==> src/rtl/updown_counter_pkg.sv <==
// Shared constants for the parametrised up/down counter.
package updown_counter_pkg;

  // Direction select on the mode input
  localparam logic MODE_UP   = 1'b0;
  localparam logic MODE_DOWN = 1'b1;

  // Behaviour at the range ends, chosen by the SATURATE parameter
  localparam int WRAP = 0;
  localparam int SAT  = 1;

endpackage : updown_counter_pkg

==> src/rtl/updown_counter_step.sv <==
// Combinational single-step rule: next count and end-of-range event.
module updown_counter_step
  import updown_counter_pkg::*;
#(
  parameter int WIDTH    = 8,
  parameter int SATURATE = WRAP
) (
  input  logic [WIDTH-1:0] count_i,
  input  logic [WIDTH-1:0] limit_i,
  input  logic             mode_i,
  output logic [WIDTH-1:0] next_o,
  output logic             event_o
);

  // Up steps treat anything at or above limit as the end of the range.
  // Down steps only hit the end at zero, so a count stranded above a
  // freshly lowered limit walks down without raising an event.
  always_comb begin
    next_o  = count_i;
    event_o = 1'b0;
    if (mode_i == MODE_UP) begin
      if (count_i < limit_i) begin
        next_o = count_i + WIDTH'(1);
      end else begin
        event_o = 1'b1;
        next_o  = (SATURATE == SAT) ? limit_i : '0;
      end
    end else begin
      if (count_i == '0) begin
        event_o = 1'b1;
        next_o  = (SATURATE == SAT) ? '0 : limit_i;
      end else begin
        next_o = count_i - WIDTH'(1);
      end
    end
  end

endmodule : updown_counter_step

==> src/rtl/updown_counter_param.sv <==
// Parametrised up/down counter with run-time limit, load, enable,
// wrap/saturate ends and registered event/sticky overflow flags.
module updown_counter_param
  import updown_counter_pkg::*;
#(
  parameter int              WIDTH     = 8,
  parameter logic [WIDTH-1:0] RESET_VAL = '0,
  parameter int              SATURATE  = WRAP
) (
  input  logic             clk,
  input  logic             rst,
  input  logic             en,
  input  logic             mode,
  input  logic             load,
  input  logic [WIDTH-1:0] load_val,
  input  logic [WIDTH-1:0] limit,
  input  logic             clr_ovf,
  output logic [WIDTH-1:0] count,
  output logic             at_max,
  output logic             at_min,
  output logic             wrap_pulse,
  output logic             ovf_sticky
);

  logic [WIDTH-1:0] count_q, count_d;
  logic             pulse_q, pulse_d;
  logic             sticky_q, sticky_d;
  logic [WIDTH-1:0] step_next;
  logic             step_event;
  logic [WIDTH-1:0] load_clamped;

  updown_counter_step #(
    .WIDTH    (WIDTH),
    .SATURATE (SATURATE)
  ) u_step (
    .count_i (count_q),
    .limit_i (limit),
    .mode_i  (mode),
    .next_o  (step_next),
    .event_o (step_event)
  );

  assign load_clamped = (load_val > limit) ? limit : load_val;

  // Next-state selection: load beats enable; a load is never an event.
  always_comb begin
    logic evt;
    evt     = 1'b0;
    count_d = count_q;
    if (load) begin
      count_d = load_clamped;
    end else if (en) begin
      count_d = step_next;
      evt     = step_event;
    end
    pulse_d  = evt;
    sticky_d = (sticky_q & ~clr_ovf) | evt;
  end

  // State registers with synchronous reset that overrides everything.
  always_ff @(posedge clk) begin
    if (rst) begin
      count_q  <= RESET_VAL;
      pulse_q  <= 1'b0;
      sticky_q <= 1'b0;
    end else begin
      count_q  <= count_d;
      pulse_q  <= pulse_d;
      sticky_q <= sticky_d;
    end
  end

  assign count      = count_q;
  assign at_max     = (count_q == limit);
  assign at_min     = (count_q == '0);
  assign wrap_pulse = pulse_q;
  assign ovf_sticky = sticky_q;

endmodule : updown_counter_param

==> config.mk <==
export PLATFORM = sky130hd
export DESIGN_NAME = updown_counter_param
export DESIGN_NICKNAME = d
export VERILOG_FILES = /design/src/rtl/updown_counter_pkg.sv /design/src/rtl/updown_counter_step.sv /design/src/rtl/updown_counter_param.sv
export SDC_FILE = /design/constraint.sdc
export NUM_CORES = 1
export LEC_CHECK = 0
export ABC_AREA = 1
export BUFFER_PORTS_ARGS = -buffer_cell sky130_fd_sc_hd__buf_2
export CORE_ASPECT_RATIO = 1.2
export CORE_MARGIN = 4
export CORE_UTILIZATION = 38
export DETAILED_ROUTE_END_ITERATION = 8
export GPL_TIMING_DRIVEN = 0
export SYNTH_ARGS = -nofsm -noshare
export SYNTH_HDL_FRONTEND = slang
export SYNTH_HIERARCHICAL = 1
export SYNTH_SLANG_ARGS = --single-unit
==> constraint.sdc <==
create_clock -name clk -period 3.8 [get_ports clk]
set_input_delay 0 -clock clk [delete_from_list [all_inputs] [get_ports clk]]
set_output_delay 0 -clock clk [all_outputs]
set_load 0.1 [all_outputs]
==> summary.txt, run 1 <==
Run status
  • Status: finished clean

Logic synthesis
  • Synth top cells by count: nand2_1, inv_1, nand3_1
  • Count of cell types in the netlist: 28
  • Post-synth ARST share: 0%
  • Post-Synth Simple-Gate Area: 39.7%
  • Synth Area in Adders: a little over an eighth
  • Avg Cell Area, Syn: 6.28 um^2
  • Synth Net Count: slightly above 300
  • Post-Synth XOR/XNOR Area: about 6.3%
  • Top-count cell post-synth: nand2_1
  • Post-synthesis mux area share: 0%
  • Post-synth top area share: a little over an eighth
  • Post-Syn Area: approximately 1700 um^2
  • Cells after Synth: approximately 270
  • Area contributors post-synth: ha_1, nand2_1, dfxtp_1
  • EDFF count, synth: 0
  • Post-synth top flop: dfxtp_1
  • Yosys warnings: 6
  • Area leader, netlist: ha_1
  • Seq/Total Area, Yosys: about an eighth
  • Complex-gate fraction of the synthesized area: 15.7%
  • Synth Register Bits: 10
  • Largest family of logic cells by synthesized area: simple AND/OR/NAND/NOR gates

STA
  • Endpoints failing hold: 0
  • Worst Skew: 3.09 ps
  • Setup_tns: 0 ps
  • Final min period: between 2000 and 2500 ps
  • Final period util: 56.2%
  • RSZ-0062 raised after global routing: false
  • Fin Hold WS: about 12 ps
  • Number of setup violations in the final report: 0
  • Pins Over Slew Limit: 0
  • Slew HR: between 60 and 70%
  • Actual slew at the worst max-slew pin: 535 ps
  • Max Clk Rate: about 470 MHz

Cells and area
  • Share of layout cells above drive strength 1: a little under a quarter
  • Area Growth Syn to Fin: 18.0%
  • Multi-input logic area: 1260 um^2
  • ANT cells: 0
  • Fin nets: 344
  • Reg area: between 200 and 250 um^2
  • # fillers: between 400 and 500

Clocking
  • Setup Fix Bufs, Post-CTS: 0
  • Max H-tree Level: 1
  • CTS max path bufs: 2
  • Clk slew on worst S/H paths: about 50 ps
  • CTS buffer count: 3
  • Root Driver: clkbuf_8
  • Clock Sinks: 10
  • Skew-Pair Late Insertion Delay: ~240 ps
  • CTS tree: done

Global route
  • GRT Overall Usage: 17.6%
  • Vias in the first global route: 1674
  • First-pass GRT wire length: around 7.5 mm
  • Pin count of the biggest net entering global routing: 12
  • Initial antenna violation count: 0
  • Grt ovf: 0

Min path
  • Hold crit path type: in2reg
  • Min-Delay Startpoint: clr_ovf
  • Hold Path End: ovf_sticky
  • WHS Path Cells: 4

Die
  • Cell Rows: 26
  • Placeable Area: roughly 4300 um^2
  • I/O Pins: 34
  • Die area: 5530 um^2
  • Initial Util: roughly two fifths
  • Die Ht: between 80 and 90 um
  • Die width: 68.5 um

Place
  • Final HPWL DP: ~3.7 mm
  • GP Congestion: 0.822
  • PortBufs: 32

Setup path
  • Reg2reg end: count[1]
  • Maximum fanout along the worst path: 10
  • Worst path cell trace: ha_1, a21oi_1, nor2_1, nor2_1, nand3_1, nand2_1, o21ai_0, a21oi_2
  • Critical path buffer and inverter count: 0
  • Crit-path leading delay family: simple AND/OR/NAND/NOR gates
  • Worst R2R Start: count[5]
  • Setup CP Type: reg2reg
  • Crit end category: register
  • R2R depth: 8
  • Worst setup SP type: register
  • Reg2reg setup slack: about 1700 ps
  • WP data required: between 3000 and 4000 ps
  • Slowest cell on crit path: dfxtp_1
  • CP Depth: 8
  • Cell mode on critical path: nor2_1
  • CP arrival: approximately 2300 ps
  • Slowest Stage Delay on Critical Path: 600 ps

Detailed routing
  • Vias/cell: 4.90
  • Post-DR wirelength/cell: between 10 and 15 um
  • Via count: approximately 1800
  • DRC: 0
  • DR pass1 iterations: 4
  • Final wirelength: 4.57 mm
  • Antenna viol nets, final: 0
  • Initial DRC count: 30

Pwr
  • Reg power frac: roughly 23%
  • Sw frac: approximately half
  • Clk pwr share: 21.8%
  • Leakage: approximately 1.1 nW
  • Combinational share of power: 55.0%
  • Switching pwr: around 0.30 mW
  • Worst vdd ir: between 0.0001 and 0.00015 V
  • Internal: 0.309 mW
  • Pwr dens: just over 300 nW/um^2

Run
  • Max-Cap Viols: 0
[what timing repair did]
item                                   in CTS  in global routing
gates resized for setup                     0                  0
endpoints found under the hold margin       2                  0
hold buffers                                1                  0
[kinds of logic after synthesis]
family          count (synthesis)
compound gates                 43
xor+xnor                       12
fa+ha+maj                      18
buf+inv                        51
flops                          10
simple gates                  132
[layout make-up]
type	instances	area share (%)
timing repair buffer	33	8.62
inverter	48	9.13
multi-input combinational	205	64.0
sequential	10	10.1
tap	56	3.55
buffer	3	1.71
clock buffer	4	2.79
[registers in the layout, indices dropped and copies added (netlist names)]
| signal | count |
|---|---|
| wrap_pulse | 1 |
| ovf_sticky | 1 |
| count | 8 |
[power groups by stage]
| stage | registers (mW) | logic, mW | clock network, mW |
|---|---|---|---|
| 3_3_place_gp | 0.144 | 0.332 | 0 |
| 5_1_grt | 0.144 | 0.369 | 0.139 |
| 3_5_place_dp | 0.144 | 0.334 | 0 |
| 2_1_floorplan | 0.198 | 0.204 | 0 |
| 4_1_cts | 0.142 | 0.336 | 0.136 |
| 6_report | 0.142 | 0.335 | 0.133 |
[worst max-delay path by stage]
stage,endpoint,slack (ps),from
4_1_cts,count[6],1690,count[5]
2_1_floorplan,at_max,610,count[3]
6_report,count[1],1670,count[5]
3_3_place_gp,count[1],1710,count[5]
3_5_place_dp,count[6],1710,count[5]
5_1_grt,count[3],1540,count[5]
[stage by stage]
| step | area (um^2) | utilization (%) | setup WS (ps) | instances | power (mW) |
|---|---|---|---|---|---|
| 3_5_place_dp | 1910 | 44.8 | 1710 | 354 | 0.478 |
| 2_1_floorplan | 1680 | - | 605 | 266 | 0.403 |
| 6_report | 1970 | 46.3 | 1670 | 359 | 0.609 |
| 3_3_place_gp | 1910 | 44.8 | 1710 | 354 | 0.476 |
| 4_1_cts | 1970 | 46.3 | 1690 | 359 | 0.614 |
| 5_1_grt | 1970 | 46.3 | 1540 | 359 | 0.651 |
[metal layers]
metal / GRT usage (%) / vias up / wire (um)
li1: - / 935 / -
met1: 21.1 / 788 / 2040
met2: 33.4 / 31 / 2350
met3: 1.12 / 4 / 150
met4: 2.98 / 0 / 25
met5: 0 / - / 0
[tightest hold or removal path, cell delays in order]
cell and delay [ps]:
buf_2 70, inv_1 30, nand2_1 40, a21oi_1 60
[cells in the final DEF (no fill, tap or decap), types with 2 or more instances in the layout]
master    Yosys  routed
clkbuf_8      0       4
ha_1         18      18
a21oi_1      10      10
xnor2_1       4       4
or2_2         2       2
nand2_2       4       4
buf_2         0      32
nand3_1      35      35
nor4_1        3       2
a21oi_2       9       9
nor2_8        2       2
o21ai_0      21      21
xor2_1        8       8
nor2_1       14      14
dfxtp_1      10      10
nand2_1      59      59
buf_6         3       3
nor2_2        3       3
nand4_1       2       2
nand2_4       3       3
inv_1        47      47
Note: power is estimated with default switching activity, not from simulation.
==> run 2: changes to the inputs <==
==> constraint.sdc (replaced) <==
create_clock -name clk -period 2.1 [get_ports clk]
set_input_delay 0 -clock clk [delete_from_list [all_inputs] [get_ports clk]]
set_output_delay 0 -clock clk [all_outputs]
set_load 0.1 [all_outputs]
==> run 2 against run 1 <==
Net effect:
- clock skew down 0.77 ps
- combinational power rose by 82%
- highest routed layer unchanged
- register-to-register slack worse by 1500 ps
- sequential cell count unchanged
- sequential share of layout area rose by 0.84 points
- final cell count unchanged
- critical path type unchanged
==> summary.txt, run 2 (same netlist as run 1, synthesis figures left out) <==
Cells and area
  • Area Growth Syn to Fin: 19.9%
  • Most common cell after layout, fill and taps aside: nand2_1
  • Share of layout cells above drive strength 1: roughly 26%
  • Reg area: ~220 um^2
  • Post-route cell area: 2000 um^2
  • Max reg flops: 8
  • Fin nets: 344
  • Most frequent cells in the layout: nand2_1, inv_1, nand3_1, buf_2, o21ai_0
  • # fillers: 478
  • Multi-input logic area: around 1300 um^2
  • ANT cells: 0

Place
  • Final HPWL DP: between 3 and 4 mm
  • GP Congestion: around 0.94
  • Placed cell area: between 1500 and 2000 um^2
  • PortBufs: 32

Clocking
  • CTS buffer count: 3
  • Clock Sinks: 10
  • Skew-Pair Late Insertion Delay: 230 ps
  • Clk slew on worst S/H paths: roughly 50 ps
  • CTS max path bufs: 2
  • CTS tree: done
  • Max H-tree Level: 1
  • Root Driver: clkbuf_8

Die
  • I/O Pins: 34
  • Die area: between 5000 and 6000 um^2
  • Initial Util: between 30 and 40%
  • Die Ht: a little over 80 um
  • Placeable Area: approximately 4300 um^2
  • Cell Rows: 26
  • Die width: ~69 um

Setup path
  • Maximum fanout along the worst path: 10
  • Slowest Stage Delay on Critical Path: 400 ps
  • Reg2reg setup slack: between 150 and 200 ps
  • Worst path cell trace: inv_1, ha_1, nand2_1, nor2_8, buf_6, o21ai_0, nand2_1, o21ai_0, a21oi_2
  • Worst setup SP type: register
  • WP data required: between 2000 and 2500 ps
  • Crit end category: register
  • CP arrival: a little over 2000 ps
  • Crit-path leading delay family: compound AO/OA/AOI/OAI gates
  • Slowest cell on crit path: dfxtp_4
  • Setup CP Type: reg2reg
  • Critical path buffer and inverter count: 2

Global route
  • First-pass GRT wire length: ~7.9 mm
  • Vias in the first global route: around 1700
  • Pin count of the biggest net entering global routing: 12
  • Grt ovf: 0
  • GRT Overall Usage: a little under a fifth
  • Initial antenna violation count: 0

Pwr
  • Combinational share of power: between 50% and 60%
  • Clk pwr share: between 20% and 30%
  • Internal: 0.563 mW
  • Reg power frac: 23.5%
  • Total power: between 1 and 1.5 mW
  • Sw frac: around half
  • Worst vdd ir: about 0.00026 V
  • Leakage: 1.10 nW
  • Switching pwr: between 0.5 and 0.6 mW
  • Pwr dens: between 500 and 600 nW/um^2

STA
  • Slew HR: about two thirds
  • RSZ-0062 raised after global routing: false
  • Number of setup violations in the final report: 0
  • Final min period: around 1900 ps
  • Actual slew at the worst max-slew pin: around 500 ps
  • Final period util: approximately 91%
  • Endpoints failing hold: 0
  • Pins Over Slew Limit: 0
  • Worst Skew: roughly 2.3 ps
  • Max Clk Rate: approximately 520 MHz
  • Setup_tns: 0 ps

Detailed routing
  • Vias/cell: slightly below 5
  • Post-DR wirelength/cell: ~13 um
  • DR pass1 iterations: 4
  • DRC: 0
  • Antenna viol nets, final: 0
  • Final wirelength: between 4 and 5 mm
  • Via count: approximately 1800
  • Initial DRC count: 82

Run status
  • Status: finished clean

Min path
  • Hold crit path type: in2reg

Run
  • Max-Cap Viols: 0
[run 2: cell counts in the layout (fill, tap and decap cells not counted)]
Identical to the previous run, type by type.
[run 2: cell type report]
cell class	instances	area share (%)
multi-input combinational	205	63.6
inverter	48	8.99
sequential	10	11.0
tap	56	3.50
clock buffer	4	2.75
buffer	3	1.69
timing repair buffer	33	8.49
[run 2: power groups by stage]
stage          logic [mW]  clock network (mW)  registers (mW)
2_1_floorplan       0.372                   0           0.362
3_3_place_gp        0.605                   0           0.264
3_5_place_dp        0.608                   0           0.264
4_1_cts             0.613               0.240           0.261
5_1_grt             0.681               0.248           0.265
6_report            0.610               0.233           0.260
[run 2: final timing paths]
check	from	to	cells after the start
worst max register to register	count[0]	count[2]	9
worst min register to register	ovf_sticky	ovf_sticky	2
worst min-delay path	clr_ovf	ovf_sticky	4
worst max-delay path	count[0]	count[2]	9
[run 2: timing repair]
item                                    CTS  global route
resized for setup                         0             1
hold endpoints to repair                  2             0
hold buffers                              1             0
endpoints found under the setup margin    0             1
setup buffers                             0             0
[run 2: worst min-delay path, cell delays in order]
cell and delay, ps:
buf_2 80, inv_1 30, nand2_1 40, a21oi_1 60
[run 2: metal layers]
layer	vias to the layer above	routed length (um)	global-route usage, %
li1	935	-	-
met2	54	2280	33.0
met5	-	0	0
met3	8	222	1.26
met4	0	98	5.17
met1	778	1990	22.8
[run 2: metrics by stage]
step / instances / hold slack (ps) / setup WS [ps] / utilization [%]
5_1_grt: 359 / 62.7 / 63.1 / 47.0
3_5_place_dp: 354 / 199 / 237 / 45.4
3_3_place_gp: 354 / 186 / 202 / 45.4
4_1_cts: 359 / 22.2 / 222 / 47.0
2_1_floorplan: 266 / 69.1 / 15.4 / -
6_report: 359 / 24.1 / 183 / 47.0
==> run 3: changes to the inputs <==
--- a/config.mk
+++ b/config.mk
@@ -5,7 +5,6 @@
 export SDC_FILE = /design/constraint.sdc
 export NUM_CORES = 1
 export LEC_CHECK = 0
-export ABC_AREA = 1
 export BUFFER_PORTS_ARGS = -buffer_cell sky130_fd_sc_hd__buf_2
 export CORE_ASPECT_RATIO = 1.2
 export CORE_MARGIN = 4
==> run 3 against run 2 <==
Net effect:
- the flow now finishes with violations (setup timing)
- clock power about the same
- via count down 9.6%
- total power increased by 3.2%
- combinational power increased by 7.5%
- critical path type unchanged
- largest cell class unchanged
==> summary.txt, run 3 <==
Detailed routing
  • Antenna viol nets, final: 0
  • Final wirelength: 4.57 mm
  • Initial DRC count: 70
  • Post-DR wirelength/cell: about 16 um
  • DRC: 0
  • Via count: around 1600
  • DR pass1 iterations: 4
  • Vias/cell: around 5.6

Die
  • Die Ht: 76.7 um
  • Cell Rows: 24
  • Die area: roughly 5000 um^2
  • Die width: between 60 and 70 um
  • I/O Pins: 34
  • Initial Util: between 40% and 50%
  • Placeable Area: 3720 um^2

Place
  • Final HPWL DP: 3.35 mm
  • PortBufs: 31
  • Pre-CTS setup slack: -181 ps
  • GP Congestion: approximately 0.80
  • DP Cell Count: between 200 and 300

Logic synthesis
  • Seq/Total Area, Yosys: between 10% and 20%
  • Area leader, netlist: ha_1
  • Synth top cells by count: inv_1, ha_1, nand3_1
  • Yosys warnings: 6
  • EDFF count, synth: 0
  • Top-count cell post-synth: inv_1
  • Synth Register Bits: 10
  • Post-synth ARST share: 0%
  • Post-Syn Area: 1490 um^2
  • Post-synth top flop: dfxtp_1
  • Count of cell types in the netlist: between 40 and 50
  • Post-synth top area share: between 10% and 20%
  • Cells after Synth: 188
  • Avg Cell Area, Syn: 7.95 um^2
  • Area contributors post-synth: ha_1, dfxtp_1, xnor2_1
  • Synth Net Count: between 200 and 250

Global route
  • Grt ovf: 0
  • Initial antenna violation count: 0
  • Vias in the first global route: ~1600
  • GRT Overall Usage: ~18%
  • Pin count of the biggest net entering global routing: 11
  • First-pass GRT wire length: ~7.4 mm

Cells and area
  • Multi-input logic area: 1270 um^2
  • ANT cells: 0
  • Max reg flops: 8
  • Most common cell after layout, fill and taps aside: buf_2
  • # fillers: 399
  • Share of layout cells above drive strength 1: around 37%
  • Fin util: 53.5%
  • Most frequent cells in the layout: buf_2, inv_1, nand3_1, ha_1, buf_4
  • Area Growth Syn to Fin: 33.3%
  • Final cell count without fillers: roughly 290
  • Fin nets: about 270
  • Reg area: roughly 230 um^2

Pwr
  • Combinational share of power: around 58%
  • Pwr dens: between 500 and 600 nW/um^2
  • Switching pwr: slightly above 0.5 mW
  • Clk pwr share: 20.7%
  • Worst vdd ir: between 0.0003 and 0.0004 V
  • Internal: 0.628 mW
  • Reg power frac: 21.7%
  • Sw frac: 44.8%
  • Leakage: 0.872 nW

Setup path
  • R2R depth: 8
  • CP arrival: between 2000 and 2500 ps
  • Worst setup SP type: register
  • WP data required: about 2200 ps
  • Crit end category: register
  • Setup CP Type: reg2reg
  • Maximum fanout along the worst path: 7

STA
  • Pins Over Slew Limit: 0
  • Endpoints failing hold: 0
  • Max Clk Rate: between 400 and 500 MHz
  • Fin Hold WS: between 50 and 60 ps
  • Setup_tns: -10.4 ps
  • Setup WS post-layout: -10.4 ps
  • Final min period: 2110 ps
  • RSZ-0062 raised after global routing: true
  • Slew HR: about 68%
  • Worst Skew: 2.32 ps
  • Number of setup violations in the final report: 1
  • Actual slew at the worst max-slew pin: 490 ps
  • Final period util: 100%

Clocking
  • Clk slew on worst S/H paths: 50 ps
  • Skew-Pair Late Insertion Delay: between 200 and 250 ps
  • Root Driver: clkbuf_8
  • Max H-tree Level: 1
  • CTS max path bufs: 2
  • CTS buffer count: 3
  • Clock Sinks: 10
  • # hold bufs at CTS: 0
  • CTS tree: done

Run status
  • Failing checks: setup timing
  • Status: finished, violations left

Run
  • Max-Cap Viols: 0

Min path
  • WHS Path Cells: 3
  • Hold crit path type: in2reg
run 3: cell count changes after synthesis, sizes merged, moves of 6 or more:
cell    previous run  this run
a211oi             0         9
a21oi             19         4
a311oi             0         8
clkbuf             0         7
inv               48        20
nand2             66         1
nand3             36        15
nor2              20         8
nor2b              0         9
o22ai              0         6
run 3: logic make-up after synthesis:
family	share of synthesized area, %
adders and majority gates	15.1
AOI/OAI and AO/OA	29.6
xor gates and xnor gates	9.38
muxes	1.34
and+or+nand+nor	22.6
DFF	13.4
buffers and inverters	8.63
run 3: per-stage QoR:
step	instance area [um^2]	total power [mW]
2_1_floorplan	1550	0.695
3_3_place_gp	1770	0.822
6_report	1990	1.14
5_1_grt	1990	1.21
4_1_cts	1950	1.12
3_5_place_dp	1770	0.823
run 3: critical path, cell delays in order (launching register included):
cell and delay [ps]:
dfxtp_4 360, buf_6 120, or4_4 460, or3_1 340, buf_6 140, and3_4 140
o22ai_2 160, a211oi_2 100, a311oi_1 190
run 3: power groups by stage:
stage / sequential, mW / clock [mW] / combinational [mW]
2_1_floorplan: 0.359 / 0 / 0.336
3_3_place_gp: 0.256 / 0 / 0.566
3_5_place_dp: 0.255 / 0 / 0.568
4_1_cts: 0.242 / 0.239 / 0.635
5_1_grt: 0.251 / 0.251 / 0.708
6_report: 0.247 / 0.235 / 0.656
run 3: path summary, 6_finish.rpt:
| kind | slack, ps | end | start |
|---|---|---|---|
| worst max-delay path | -10 | count[3] | count[2] |
| worst min register to register | 470 | ovf_sticky | ovf_sticky |
| worst min-delay path | 60 | count[5] | load_val[5] |
| worst max register to register | -10 | count[3] | count[2] |
run 3: cell type report:
cell class	instances	share of cell area (%)
multi-input cells	148	63.6
inverters	20	3.77
well taps	52	3.27
plain buffers	8	2.76
clock buffers	4	2.76
repair buffers	43	12.3
flip-flops and latches	10	11.6
run 3: layer usage:
metal  GRT usage [%]  share of wire [%]  vias up
li1                -                  -      799
met1            22.9                 43      748
met2            31.7                 50       47
met3            1.46                4.6       10
met4            8.30                2.9        0
met5               0                  0        -
run 3: timing repair:
action                     4_1_cts  5_1_grt
gates cloned                     0        1
gates resized for setup          9       11
pin swaps                        8        6
hold endpoints to repair         0        0
setup endpoints to repair        9        9
buffers inserted                11        0
